**config.mk**
```make
export PLATFORM = sky130hd
export DESIGN_NAME = adder4_exerciser_flat
export DESIGN_NICKNAME = d
export VERILOG_FILES = /design/src/rtl/adder4_exerciser_if.sv /design/src/rtl/adder4_exerciser.sv /design/src/flat_wrapper.sv
export SDC_FILE = /design/constraint.sdc
export NUM_CORES = 1
export LEC_CHECK = 0
export ABC_AREA = 1
export CAP_MARGIN = 5
export CORE_UTILIZATION = 40
export DETAILED_ROUTE_END_ITERATION = 8
export SLEW_MARGIN = 5
export SYNTH_ARGS = -nofsm -noshare
export SYNTH_HDL_FRONTEND = slang
export SYNTH_SLANG_ARGS = --single-unit
```
**constraint.sdc**
```tcl
create_clock -name clk -period 3.2 [get_ports clk]
set_clock_uncertainty 0.1 [all_clocks]
set_input_delay 0.8 -clock clk [delete_from_list [all_inputs] [get_ports clk]]
set_output_delay 0.8 -clock clk [all_outputs]
set_load 0.01 [all_outputs]
```
**src/rtl/adder4_exerciser_if.sv**
```systemverilog
// adder4_exerciser_if
//   Pin-level bundle between an adder4 exerciser and whoever controls it.
//   Signals:
//     ena, start        - control into the exerciser
//     stim_out          - operand byte to the adder ([3:0]=a, [7:4]=b)
//     resp_in           - adder result byte ([4:0]=a+b)
//     busy, done, pass  - sweep status
//     err_count         - mismatches in the last sweep (0..256)
//     first_fail(_valid)- stimulus byte of the first mismatch
//   Modports:
//     master - controller / adder side (drives ena, start, resp_in)
//     slave  - exerciser side (drives stim_out and status)
interface adder4_exerciser_if;
  logic       ena;
  logic       start;
  logic [7:0] stim_out;
  logic [7:0] resp_in;
  logic       busy;
  logic       done;
  logic       pass;
  logic [8:0] err_count;
  logic [7:0] first_fail;
  logic       first_fail_valid;

  modport master (
    output ena, start, resp_in,
    input  stim_out, busy, done, pass, err_count, first_fail, first_fail_valid
  );

  modport slave (
    input  ena, start, resp_in,
    output stim_out, busy, done, pass, err_count, first_fail, first_fail_valid
  );
endinterface

```
**src/rtl/adder4_exerciser.sv**
```systemverilog
// adder4_exerciser
//   Stimulus generator / response checker for the tt_um_adder4 pin interface.
//   On an accepted start it sweeps all 256 operand bytes, holds each one for
//   DUT_LATENCY+1 cycles, samples resp_in at the last edge of that window and
//   compares the masked response with the ideal 5-bit sum.
//   Ports:
//     clk    - rising-edge clock
//     rst_n  - asynchronous active-low reset
//     bus    - adder4_exerciser_if.slave (ena, start, resp_in in;
//              stim_out, busy, done, pass, err_count, first_fail,
//              first_fail_valid out). All outputs are registered.
//   Parameters:
//     DUT_LATENCY - cycles from a stim_out change to a valid resp_in (0..15)
//     RESULT_MASK - resp_in bits that take part in the comparison
module adder4_exerciser #(
  parameter int         DUT_LATENCY = 1,
  parameter logic [7:0] RESULT_MASK = 8'h1F
) (
  input  logic                clk,
  input  logic                rst_n,
  adder4_exerciser_if.slave   bus
);

  // Per-vector state sequence:
  //   DUT_LATENCY == 0 : DRIVE (samples on its own exit edge)
  //   DUT_LATENCY == 1 : DRIVE, CHECK
  //   DUT_LATENCY >= 2 : DRIVE, WAIT x (DUT_LATENCY-1), CHECK
  // so every vector occupies exactly DUT_LATENCY+1 enabled cycles and the
  // response is taken on the edge that also advances stim_out.
  typedef enum logic [2:0] {
    S_IDLE  = 3'd0,
    S_DRIVE = 3'd1,
    S_WAIT  = 3'd2,
    S_CHECK = 3'd3,
    S_DONE  = 3'd4
  } state_t;

  localparam logic [3:0] WAIT_LAST = 4'((DUT_LATENCY >= 2) ? DUT_LATENCY - 2 : 0);

  state_t     state_q, state_d;
  logic [7:0] v_q, v_d;            // current vector, also drives stim_out
  logic [3:0] wait_cnt_q, wait_cnt_d;
  logic       busy_q, busy_d;
  logic       done_q, done_d;
  logic       pass_q, pass_d;
  logic [8:0] err_q, err_d;
  logic [7:0] ff_q, ff_d;
  logic       ffv_q, ffv_d;

  logic       accept;
  logic       sample;
  logic       last_vec;
  logic [4:0] sum;
  logic [7:0] exp_resp;
  logic       mismatch;

  // ---------------------------------------------------------------------------
  // Combinational helpers
  // ---------------------------------------------------------------------------
  always_comb begin
    accept   = bus.ena && bus.start && (state_q == S_IDLE || state_q == S_DONE);
    sample   = bus.ena && ((state_q == S_CHECK) ||
                           (state_q == S_DRIVE && DUT_LATENCY == 0));
    last_vec = (v_q == 8'hFF);
    sum      = {1'b0, v_q[3:0]} + {1'b0, v_q[7:4]};
    exp_resp = {3'b000, sum};
    mismatch = |((bus.resp_in ^ exp_resp) & RESULT_MASK);
  end

  // ---------------------------------------------------------------------------
  // State register (and datapath registers)
  // ---------------------------------------------------------------------------
  always_ff @(posedge clk or negedge rst_n) begin
    if (!rst_n) begin
      state_q    <= S_IDLE;
      v_q        <= 8'h00;
      wait_cnt_q <= 4'h0;
      busy_q     <= 1'b0;
      done_q     <= 1'b0;
      pass_q     <= 1'b0;
      err_q      <= 9'h000;
      ff_q       <= 8'h00;
      ffv_q      <= 1'b0;
    end else begin
      state_q    <= state_d;
      v_q        <= v_d;
      wait_cnt_q <= wait_cnt_d;
      busy_q     <= busy_d;
      done_q     <= done_d;
      pass_q     <= pass_d;
      err_q      <= err_d;
      ff_q       <= ff_d;
      ffv_q      <= ffv_d;
    end
  end

  // ---------------------------------------------------------------------------
  // Next-state logic
  // ---------------------------------------------------------------------------
  always_comb begin
    state_d = state_q;
    if (bus.ena) begin
      case (state_q)
        S_IDLE, S_DONE: begin
          if (bus.start) state_d = S_DRIVE;
        end
        S_DRIVE: begin
          if (DUT_LATENCY == 0)      state_d = last_vec ? S_DONE : S_DRIVE;
          else if (DUT_LATENCY == 1) state_d = S_CHECK;
          else                       state_d = S_WAIT;
        end
        S_WAIT: begin
          if (wait_cnt_q == WAIT_LAST) state_d = S_CHECK;
        end
        S_CHECK: begin
          state_d = last_vec ? S_DONE : S_DRIVE;
        end
        default: state_d = S_IDLE;
      endcase
    end
  end

  // ---------------------------------------------------------------------------
  // Output / datapath logic
  // ---------------------------------------------------------------------------
  always_comb begin
    v_d        = v_q;
    wait_cnt_d = wait_cnt_q;
    busy_d     = busy_q;
    done_d     = done_q;
    pass_d     = pass_q;
    err_d      = err_q;
    ff_d       = ff_q;
    ffv_d      = ffv_q;

    if (accept) begin
      v_d        = 8'h00;
      wait_cnt_d = 4'h0;
      busy_d     = 1'b1;
      done_d     = 1'b0;
      pass_d     = 1'b0;
      err_d      = 9'h000;
      ff_d       = 8'h00;
      ffv_d      = 1'b0;
    end

    if (bus.ena && state_q == S_DRIVE) wait_cnt_d = 4'h0;
    if (bus.ena && state_q == S_WAIT)  wait_cnt_d = wait_cnt_q + 4'h1;

    if (sample) begin
      // At most 256 mismatches fit in 9 bits, so the counter never wraps.
      err_d = err_q + {8'h00, mismatch};
      if (mismatch && !ffv_q) begin
        ff_d  = v_q;
        ffv_d = 1'b1;
      end
      if (last_vec) begin
        // stim_out parks at 8'hFF; no second sweep without a new start.
        busy_d = 1'b0;
        done_d = 1'b1;
        pass_d = (err_d == 9'h000);
      end else begin
        v_d = v_q + 8'h01;
      end
    end
  end

  assign bus.stim_out         = v_q;
  assign bus.busy             = busy_q;
  assign bus.done             = done_q;
  assign bus.pass             = pass_q;
  assign bus.err_count        = err_q;
  assign bus.first_fail       = ff_q;
  assign bus.first_fail_valid = ffv_q;

endmodule

```
**src/flat_wrapper.sv**
```systemverilog
// flat-port wrapper written by rule: the top's interface ports become plain ports
module adder4_exerciser_flat 
#(
  parameter int         DUT_LATENCY = 1,
  parameter logic [7:0] RESULT_MASK = 8'h1F
)
  (clk, rst_n, bus_ena, bus_start, bus_resp_in, bus_stim_out, bus_busy, bus_done, bus_pass, bus_err_count, bus_first_fail, bus_first_fail_valid);
  adder4_exerciser_if bus_i ();
  input  logic clk;
  input  logic rst_n;
  input wire logic [$bits(bus_i.ena)-1:0] bus_ena;
  input wire logic [$bits(bus_i.start)-1:0] bus_start;
  input wire logic [$bits(bus_i.resp_in)-1:0] bus_resp_in;
  output wire logic [$bits(bus_i.stim_out)-1:0] bus_stim_out;
  output wire logic [$bits(bus_i.busy)-1:0] bus_busy;
  output wire logic [$bits(bus_i.done)-1:0] bus_done;
  output wire logic [$bits(bus_i.pass)-1:0] bus_pass;
  output wire logic [$bits(bus_i.err_count)-1:0] bus_err_count;
  output wire logic [$bits(bus_i.first_fail)-1:0] bus_first_fail;
  output wire logic [$bits(bus_i.first_fail_valid)-1:0] bus_first_fail_valid;
  assign bus_i.ena = bus_ena;
  assign bus_i.start = bus_start;
  assign bus_i.resp_in = bus_resp_in;
  assign bus_stim_out = bus_i.stim_out;
  assign bus_busy = bus_i.busy;
  assign bus_done = bus_i.done;
  assign bus_pass = bus_i.pass;
  assign bus_err_count = bus_i.err_count;
  assign bus_first_fail = bus_i.first_fail;
  assign bus_first_fail_valid = bus_i.first_fail_valid;
  adder4_exerciser #(.DUT_LATENCY(DUT_LATENCY), .RESULT_MASK(RESULT_MASK)) u_core (.clk(clk), .rst_n(rst_n), .bus(bus_i));
endmodule
```
==> results.md <==
- Status: finished, final reports clean
- CTS Buf Count: 5
- Die area: 0.00566 mm^2
- Hold Vio Cnt, Final: 0
- IO buf count: 37
- Synthesized Nets: 302
- Arr. time, crit path: ~2.9 ns
- Vias: 1878
- Clk network pwr share: 16.0%
- GR Util All Layers: 18.9%
- Drt total wl: 4.75 mm
- Sw Ratio: about two fifths
- Maximum vdd drop: 0.294 mV
- DP HPWL: 3.40 mm
- CP required: 3.34 ns
- Vias in the first global route: 1690
- Die H: about 75 um
- Drt drc: 0
- Pin count of the biggest net entering global routing: 37
- CTS tree: done
- Synthesized area: ~0.0021 mm^2
- Nets: 354
- 1st-iter DRT viols: 101
- Peak fanout along the critical path: 3
- Root buffer cell: clkbuf_8
- Sequential fraction of the synthesis area: between 40% and 50%
- Setup bufs post-CTS: 0
- Most frequent CP cell: nand2_1
- Pwr dens: 778 mW/mm^2
- Starting Density: 41.7%
- CTS sink count: 36
- Pint: between 0.001 and 0.0015 W
- TNS Setup: 0 ns
- Antenna violations before repair: 0
- Clock Tree Buf Depth: 2
- YS warnings: 0
- PostCTS Resize Cnt: 0
- Vias per inst: 4.66
- Placed Area: 0.00266 mm^2
- Detail Route Antenna Nets: 0
- Cells after Synth: between 200 and 300
- Drt first pass iters: 4
- RePlAce Congestion: 0.786
- Leakage power: ~1.3 nW
- Reg power frac: 34.0%
- Worst Hold Class: reg -> reg
- Hold_buf cts: 0
- Avg WL per Cell: 11.8 um
- Relative slew slack: between 60% and 70%
- Design area: 0.00276 mm^2
- Combinational power share: 49.9%
- Worst path slowest cell: fa_1
- Syn Area/Cell: 7.65 um^2
- Switch Pwr: 0.000862 W
- # IOs: 41
- Global route overflow: 0
- FP Rows: 26
- Endpoints failing setup: 0
- Final Slew Violations: 0
- Die W: 75.2 um
- Maxcap violations: 0
- Antenna cells: 0
- Area growth syn-to-layout: 28.7%
- F_max: approximately 360 MHz
- Crit path kind: reg -> reg
- CP max stage delay: between 0.4 and 0.5 ns
- H-tree depth: 2
- Clk slew on worst S/H paths: ~0.08 ns
- Period minus WS final: 2.78 ns
- Clock Latency Late Sink: around 0.29 ns
- First-pass GRT wire length: 7.93 mm
- Layout cells sized above 1: 9.31%
- Worst-Margin Slew: 0.478 ns
- Core area: 0.00514 mm^2
- Setup crit start kind: flip-flop
- Unrepaired setup endpoints after global routing: false
- Critical path endpoint category: flip-flop
- Netlist cell types: 29
- Yosys reg bits: 36
- Final worst-path cycle share: 86.9%
- Worst-path cell chain: ha_1 -> fa_1 -> inv_1 -> nand2_1 -> nand3b_1 -> nand2_1 -> nor2_1 -> nand3_2 -> ha_1 -> ha_1 -> xnor2_1 -> nand3_1 -> nor2_1 -> nand2_1 -> nor2_1 -> nand2_1 -> nand2_1
-- metal layers --
layer | track usage, % | vias up | routed length, um
met5 | 0 | - | 0
met4 | 4.94 | 0 | 49
met3 | 4.42 | 5 | 161
met2 | 31.1 | 30 | 2230
met1 | 25.1 | 863 | 2310
li1 | - | 980 | -
-- power groups by stage --
stage	combinational, W	sequential (W)	clock, W
global placement	0.00107	0.000740	0
detailed placement	0.00108	0.000740	0
CTS	0.00108	0.000732	0.000353
finish	0.00107	0.000730	0.000344
global route	0.00121	0.000751	0.000374
floorplan	0.000527	0.000812	0
-- kinds of logic after synthesis --
kind of cell             Yosys count  share of synthesized area, %
AO/OA/AOI/OAI                     29                          7.59
buffers and inverters             49                          8.87
adder cells (fa/ha/maj)           10                          6.19
flip-flops                        36                          42.0
AND/OR/NAND/NOR                  145                          30.8
XOR/XNOR                          11                          4.49
-- cells in the mapped netlist (all sizes together) --
cell type | n | area [um^2]
nand2 | 84 | 340
inv | 48 | 185
dfrtp | 36 | 901
nand3 | 27 | 140
nor2 | 27 | 128
o21ai | 16 | 80.1
ha | 9 | 113
xor2 | 7 | 61.3
o22ai | 6 | 37.5
nor3 | 4 | 31.3
xnor2 | 4 | 35.0
a21oi | 3 | 15.0
nand3b | 2 | 15.0
o31ai | 2 | 15.0
buf | 1 | 5.00
fa | 1 | 20.0
o211ai | 1 | 7.51
o21a | 1 | 7.51
or2 | 1 | 6.26
-- final timing paths --
check,start,end,slack (ns),depth (start not counted)
setup / recovery,u_core.bus.stim_out[4],u_core.bus.pass,0.42,17
hold / removal,u_core.bus.done,u_core.bus.done,0.39,2
setup reg to reg,u_core.bus.stim_out[4],u_core.bus.pass,0.42,17
hold reg to reg,u_core.bus.done,u_core.bus.done,0.39,2
max in group asynchronous,rst_n,u_core.bus.stim_out[2],1.83,2
min in group asynchronous,rst_n,u_core.bus.first_fail[4],0.83,2
-- per-stage QoR --
| stage | setup WS [ns] | hold WS, ns | util [%] | total power, W | std cells |
|---|---|---|---|---|---|
| after floorplan | 0.375 | 0.404 | - | 0.00134 | 280 |
| after global placement | 0.243 | 0.364 | 51.8 | 0.00181 | 395 |
| after detailed placement | 0.220 | 0.361 | 51.8 | 0.00182 | 395 |
| after CTS | 0.388 | 0.386 | 53.7 | 0.00217 | 403 |
| after global routing | 0.179 | 0.405 | 53.7 | 0.00233 | 403 |
| final | 0.418 | 0.386 | 53.7 | 0.00215 | 403 |
-- layout make-up --
| type | count | area, um^2 |
|---|---|---|
| Clock buffer | 7 | 86.3 |
| Clock inverter | 1 | 7.51 |
| Fill cell | 527 | 2380 |
| Inverter | 48 | 185 |
| Multi-Input combinational cell | 195 | 1050 |
| Sequential cell | 36 | 901 |
| Tap cell | 70 | 87.6 |
| Timing Repair Buffer | 46 | 438 |
-- sequential cells by signal, indices dropped and copies added, names as in the netlist --
signal,flops
u_core.bus.done,1
u_core.state_q,3
u_core.bus.err_count,9
u_core.bus.stim_out,8
u_core.bus.pass,1
u_core.bus.busy,1
u_core.bus.first_fail,8
u_core.wait_cnt_q,4
u_core.bus.first_fail_valid,1
-- critical path: cells and delay by family, from the launching register on --
family        cells  cell delay (ns)
simple gates     11             0.91
fa+ha+maj         4             1.07
flops             1             0.40
xor+xnor          1             0.20
buf+inv           1             0.07
-- cells in the final DEF, fill, tap and decap left out, drive strengths merged --
cell           count
ha                 9
inv               48
nor3               4
fa                 1
nand3             27
o211ai             1
o22ai              6
o21a               1
nand3b             2
o21ai             16
clkdlybuf4s50     37
buf                9
clkinvlp           1
xnor2              4
clkbuf             7
dfrtp             36
xor2               7
or2                1
o31ai              2
nand2             84
a21oi              3
nor2              27
Note: power is estimated with default switching activity, not from simulation.
